File: config.mk
export PLATFORM = sky130hd
export DESIGN_NAME = alu_arb
export DESIGN_NICKNAME = d
export VERILOG_FILES = /design/src/rtl/alu_pkg.sv /design/src/rtl/arb2_rr.sv /design/src/rtl/alu_arb.sv
export SDC_FILE = /design/constraint.sdc
export NUM_CORES = 1
export LEC_CHECK = 0
export ABC_AREA = 1
export BUFFER_PORTS_ARGS = -buffer_cell sky130_fd_sc_hd__buf_2
export CAP_MARGIN = 10
export CORE_AREA = 8 8 116 118
export CTS_BUF_LIST = sky130_fd_sc_hd__clkbuf_8
export DETAILED_ROUTE_END_ITERATION = 8
export DIE_AREA = 0 0 124 126
export PLACE_DENSITY = 0.68
export SKIP_CTS_REPAIR_TIMING = 1
export SLEW_MARGIN = 20
export SYNTH_ARGS = -nofsm -noshare
export SYNTH_HDL_FRONTEND = slang
export SYNTH_SLANG_ARGS = --single-unit
File: constraint.sdc
create_clock -name clk -period 2.45 [get_ports clk]
set_input_delay 0.3675 -clock clk [delete_from_list [all_inputs] [get_ports clk]]
set_output_delay 0.3675 -clock clk [all_outputs]
set_load 0.02 [all_outputs]
File: src/rtl/alu_pkg.sv
// Shared ALU definitions: control codes and slice-wide sizing constants.
package alu_pkg;

    localparam int unsigned NREQ = 2;
    localparam int unsigned DW   = 32;

    typedef enum logic [3:0] {
        alu_add  = 4'b0000,
        alu_sub  = 4'b0001,
        alu_and  = 4'b0010,
        alu_or   = 4'b0011,
        alu_xor  = 4'b0100,
        alu_sll  = 4'b0101,
        alu_srl  = 4'b0110,
        alu_sra  = 4'b0111,
        alu_slt  = 4'b1000,
        alu_sltu = 4'b1001
    } alu_op_e;

    // Control code driven to the shared ALU when nobody is granted
    localparam logic [3:0] ALU_IDLE_CTRL = 4'b0000;

endpackage

File: src/rtl/arb2_rr.sv
// Two-requester arbiter for the shared ALU.
// ALU_ARB_RR_EN defined   : round-robin, 1-bit prio pointer favours the
//                           requester that was not granted last.
// ALU_ARB_RR_EN undefined : fixed priority, requester 0 always wins.
module arb2_rr (
    input  logic       clk,
    input  logic       rst_n,
    input  logic [1:0] elig,
    output logic [1:0] grant
);

`ifdef ALU_ARB_RR_EN
    logic prio;

    // Contention goes to prio, a lone eligible requester always wins
    always_comb begin
        grant = '0;
        if (elig == 2'b11) begin
            grant[prio] = 1'b1;
        end else begin
            grant = elig;
        end
    end

    // After a grant, favour the other requester next time
    always_ff @(posedge clk or negedge rst_n) begin
        if (!rst_n) begin
            prio <= 1'b0;
        end else if (|grant) begin
            prio <= grant[0];
        end
    end
`else
    logic unused_clk_rst;

    // Requester 0 has absolute priority
    always_comb begin
        grant[0] = elig[0];
        grant[1] = elig[1] & ~elig[0];
    end

    // No state in fixed-priority mode
    always_comb begin
        unused_clk_rst = clk & rst_n;
    end
`endif

endmodule

File: src/rtl/alu_arb.sv
// Arbitrates two requesters onto one external combinational ALU and
// returns each result through a per-requester one-entry response slot.
// Arbitration policy selected by ALU_ARB_RR_EN (see arb2_rr).
module alu_arb
    import alu_pkg::*;
(
    input  logic                      clk,
    input  logic                      rst_n,
    input  logic [NREQ-1:0]           req_valid,
    output logic [NREQ-1:0]           req_ready,
    input  logic [NREQ-1:0][DW-1:0]   req_a,
    input  logic [NREQ-1:0][DW-1:0]   req_b,
    input  logic [NREQ-1:0][3:0]      req_op,
    output logic [NREQ-1:0]           rsp_valid,
    input  logic [NREQ-1:0]           rsp_ready,
    output logic [NREQ-1:0][DW-1:0]   rsp_data,
    output logic [NREQ-1:0]           rsp_zero,
    output logic [DW-1:0]             alu_inA,
    output logic [DW-1:0]             alu_inB,
    output logic [3:0]                alu_ctrl,
    input  logic [DW-1:0]             alu_out,
    input  logic                      alu_zero
);

    logic [NREQ-1:0] slot_free;
    logic [NREQ-1:0] elig;
    logic [NREQ-1:0] grant;

    // A slot is free when empty or being drained this cycle; reset blocks all grants
    always_comb begin
        slot_free = ~rsp_valid | rsp_ready;
        elig      = req_valid & slot_free & {NREQ{rst_n}};
        req_ready = grant;
    end

    arb2_rr u_arb (
        .clk   (clk),
        .rst_n (rst_n),
        .elig  (elig),
        .grant (grant)
    );

    // Steer the granted requester's operands to the shared ALU
    always_comb begin
        alu_inA  = '0;
        alu_inB  = '0;
        alu_ctrl = ALU_IDLE_CTRL;
        if (grant[0]) begin
            alu_inA  = req_a[0];
            alu_inB  = req_b[0];
            alu_ctrl = req_op[0];
        end else if (grant[1]) begin
            alu_inA  = req_a[1];
            alu_inB  = req_b[1];
            alu_ctrl = req_op[1];
        end
    end

    // Response slots: a new accept overrides the drain of the previous result
    always_ff @(posedge clk or negedge rst_n) begin
        if (!rst_n) begin
            rsp_valid <= '0;
            rsp_data  <= '0;
            rsp_zero  <= '0;
        end else begin
            for (int unsigned i = 0; i < NREQ; i++) begin
                if (req_valid[i] && grant[i]) begin
                    rsp_valid[i] <= 1'b1;
                    rsp_data[i]  <= alu_out;
                    rsp_zero[i]  <= alu_zero;
                end else if (rsp_valid[i] && rsp_ready[i]) begin
                    rsp_valid[i] <= 1'b0;
                end
            end
        end
    end

endmodule

======== Word-level counts from Yosys, hierarchy flattened ========
Cells that the tools add are included.
storage, ports and cells
  bits in registers ....................... 68
  bits of input ports ..................... 175
  output and inout port bits .............. 138
  word-level logic and storage cells ...... 28
operators by class
  mux-type cells .......................... 10
  bitwise logic cells ..................... 6
  reductions and logical operators ........ 6
operators with widths
  operator            number
  32-bit two-way mux  4
  4-bit two-way mux   2
  2-bit AND           2
  1-bit logical AND   4
  1-bit two-way mux   4
  2-bit nonzero test  2
  2-bit NOT           1
  2-bit bitwise OR    1
  1-bit AND           1
  1-bit NOT           1

======== Depth between registers and ports, before layout ========
  word-level depth ........................ 8
  gate-level depth with buffers ........... 8
  gate-level depth less buffers ........... 6

======== Modules after synthesis ========
From an unflattened synthesis, not the netlist that was laid out.
unflattened totals
  cell total of the unflattened synthesis .. 529
  area, all modules ....................... 3682.3 um^2
by module, submodules not included
  module   times used  cells each  area each (um^2)  seq. area each (um^2)
  alu_arb  1           526         3664.8            1701.6
  arb2_rr  1           3           17.5              0.0

======== Worst setup path before layout ========
Ideal clock, no wire load.
  kind .................................... flip-flop to output port
  from .................................... register rsp_valid[0]
  to ...................................... output port alu_inA[0]
  arrival ................................. 1239 ps
  data required time ...................... 2082 ps
  setup slack ............................. 844 ps
  cell stages (with the launch flop) ...... 6
  path buffers ............................ 1
  cells stage by stage .................... dfrtp_1 > nand2_1 > nand2_2 > buf_1 > nand3_1 > nand2_1
on the way
  cells in the longest elaborated chain, start to end .. 8
RTL lines
  what                               RTL line       source
  from (decl)                        alu_arb.sv:14  output logic [NREQ-1:0] rsp_valid,
  from (signal assigned)             alu_arb.sv:62  rsp_valid <= '0;
  from (signal, indexed assignment)  alu_arb.sv:68  rsp_valid[i] <= 1'b1;
  from (signal, indexed assignment)  alu_arb.sv:72  rsp_valid[i] <= 1'b0;
  2-bit NOT *                        alu_arb.sv:31  slot_free = ~rsp_valid | rsp_ready;
  2-bit bitwise OR *                 alu_arb.sv:31
  2-bit AND * (2 in a row)           alu_arb.sv:32  elig = req_valid & slot_free & {NREQ{rst_n}};
  1-bit NOT                          arb2_rr.sv:39  grant[1] = elig[1] & ~elig[0];
  1-bit AND                          arb2_rr.sv:39
  32-bit two-way mux                 alu_arb.sv:52  end else if (grant[1]) begin
  32-bit two-way mux *               alu_arb.sv:48  if (grant[0]) begin
  to (decl)                          alu_arb.sv:18  output logic [DW-1:0] alu_inA,
Every way passes the cells marked *; elsewhere a longest branch is shown, timed or not.

======== Worst setup path in the final report ========
  from .................................... register rsp_valid[1]
  to ...................................... output port alu_inA[5]
on the way
  cells in the longest elaborated chain, start to end .. 7
RTL lines
  what                    RTL line
  2-bit NOT               alu_arb.sv:31
  2-bit bitwise OR        alu_arb.sv:31
  2-bit AND (2 in a row)  alu_arb.sv:32
  1-bit AND               arb2_rr.sv:39
  32-bit two-way mux      alu_arb.sv:52
  32-bit two-way mux      alu_arb.sv:48
Every way passes these cells.

==> run metrics <==
Residual DRC=0; GRT Resource Usage Total=19.0%; skew final=0.00945 ns; commonest non-fill, non-tap cell in the layout=buf_2; Root Buffer=clkbuf_8; CTS max path bufs=2; most frequent cells in the layout=buf_2 (312), nand2_1 (307), nand3_1 (101); Critical Path Fanout Max=35; Lkg Pwr=0.00352 uW; Routed wire per std cell=15.9 microns; Layout Nets=995; Tot Pwr=3560 uW; CP endpoint kind=primary output; H-Tree Depth=3; Skew-Pair Late Insertion Delay=0.34 ns; Final Cell Area=0.00551 sq mm; number of fill cells=1228; worst min path class=input port to asynchronous set/reset pin; critical path data required time=2.08 ns; # setup viols final=0; Port Buf Inserts=312; Area Growth Syn to Fin=51.8%; Synth cell types=12; Post-Synthesis Cells=523; share of layout cells above drive strength 1=41.9%; Die W=124 microns; Die H=126 microns; total number of vias=4444; Max Cap Viol=0; Pins Over Slew Limit=0; Seq/Total Area, Yosys=46.9%; gr ovfl total=0; largest family of logic cells by synthesized area=simple AND/OR/NAND/NOR gates; xor and xnor area share after synthesis=0%; vias in the first global route=4472; crit path kind=register to primary output; Synth area leader=dfrtp_1; Post-Route WL=15.5 mm; RSZ-0062 raised after global routing=no; DRT iter0 DRCs=253; Setup crit start kind=register; slew margin rel.=60.6%; Synth Net Count=698; CTS tree=yes; final hold vios=0; Placed Area=0.00531 sq mm; cell area after synthesis=0.00363 sq mm; clk sink count=68; outcome=completed; Core Footprint=0.0117 sq mm; Post-Syn Area per Cell=6.94 sq um; antenna violations before repair=2; Core Util, Final=47.0%; Final min period=2.16 ns; final hold slack=0.0636 ns; share of the synthesized area in the top cell type=46.9%; Post-Synth Adder-Cell Area=0%; crit share post-route=88.1%; maximum VDD drop=457 uV; Cell Pwr Density=646 mW/mm^2; Site Rows=40; Final TNS setup=0 ns; largest net degree at the start of global routing=63; post-DP HPWL=12.2 mm; I/O pin cnt=313; Tightest Pin Transition=0.591 ns; Synth Warn #=0; CP arrival=1.79 ns; post-synthesis mux area share=0%; die area=0.0156 sq mm; synth top area cells=dfrtp_1 (47%), nand2_1 (32%), nand3_1 (14%), buf_2 (3.2%), buf_4 (2.5%); CTS Buf Count=9; Synth Area in Simple Gates=46.1%; first-pass GRT wire length=23.5 mm; GPL Wtd Cong=0.924; Via density=4.57; compound-gate portion of the synthesized area=0.241%; Achievable Freq=0.463 GHz; Detailed Routing Iterations Pass 1=4; #FFs+latches synth=68; initial core utilization=31.0%; Worst-path clk slew=0.08 ns; Detail Route Antenna Nets=0
==> Yosys cell counts, drive strengths merged <==
cell type and n:
nand3 101, inv 5, nand2 309, a21oi 1, clkbuf 1, buf 38, dfrtp 68
==> where the power goes <==
part           switching [uW]  total (uW)  internal (uW)
registers                 101        1410           1310
clock network             432         927            495
logic                     798        1220            421
==> layer usage <==
layer  GRT usage, %  up-vias  part of all wire, %
met5              0        -                0.052
met4           4.48        2                  1.5
met3           7.02       20                   11
met2           32.1      192                   49
met1           22.2     1995                   39
li1               -     2235                    -
==> registers in the layout (all words and copies together) (netlist names) <==
register,count
rsp_data,64
rsp_valid,2
rsp_zero,2
==> through the flow <==
| step | std cells | setup slack (ns) |
|---|---|---|
| after floorplan | 523 | 0.844 |
| after global placement | 956 | 0.490 |
| after detailed placement | 956 | 0.518 |
| after CTS | 971 | 0.309 |
| after global routing | 972 | 0.223 |
| final | 972 | 0.290 |
==> final cells by class <==
cell class / instances / area, sq um / area share, %
diodes: 1 / 2.50 / 0.0454
clock buffers: 10 / 138 / 2.50
clock inverters: 5 / 61.3 / 1.11
inverters: 5 / 18.8 / 0.341
multi-input cells: 411 / 1690 / 30.7
flip-flops and latches: 68 / 1700 / 30.9
well taps: 147 / 184 / 3.34
repair buffers: 325 / 1710 / 31.0
==> cell families after synthesis <==
kind of cell,count (synthesis)
AO/OA/AOI/OAI,1
AND/OR/NAND/NOR,410
flip-flops,68
buffers and inverters,44
==> path summary, 6_finish.rpt <==
| check | from | endpoint | slack (ns) | depth (start not counted) |
|---|---|---|---|---|
| min in group clk | alu_out[8] | rsp_data[8]$_DFFE_PN0P_ | 0.24 | 3 |
| max in group asynchronous | rst_n | rsp_data[20]$_DFFE_PN0P_ | 1.85 | 2 |
| hold / removal | rst_n | rsp_data[60]$_DFFE_PN0P_ | 0.06 | 2 |
| setup / recovery | rsp_valid[1]$_DFFE_PN0P_ | alu_inA[5] | 0.29 | 5 |
| setup reg to reg | rsp_valid[0]$_DFFE_PN0P_ | rsp_data[44]$_DFFE_PN0P_ | 0.73 | 6 |
| hold reg to reg | rsp_data[52]$_DFFE_PN0P_ | rsp_data[52]$_DFFE_PN0P_ | 0.47 | 2 |
==> critical path, cell delays in order (launching register included) <==
cell	delay, ns
dfrtp_1	0.42
a21oi_4	0.20
buf_4	0.37
nand3_1	0.11
nand2_1	0.14
buf_2	0.19
No activity file was read; power rests on OpenSTA's default activity.
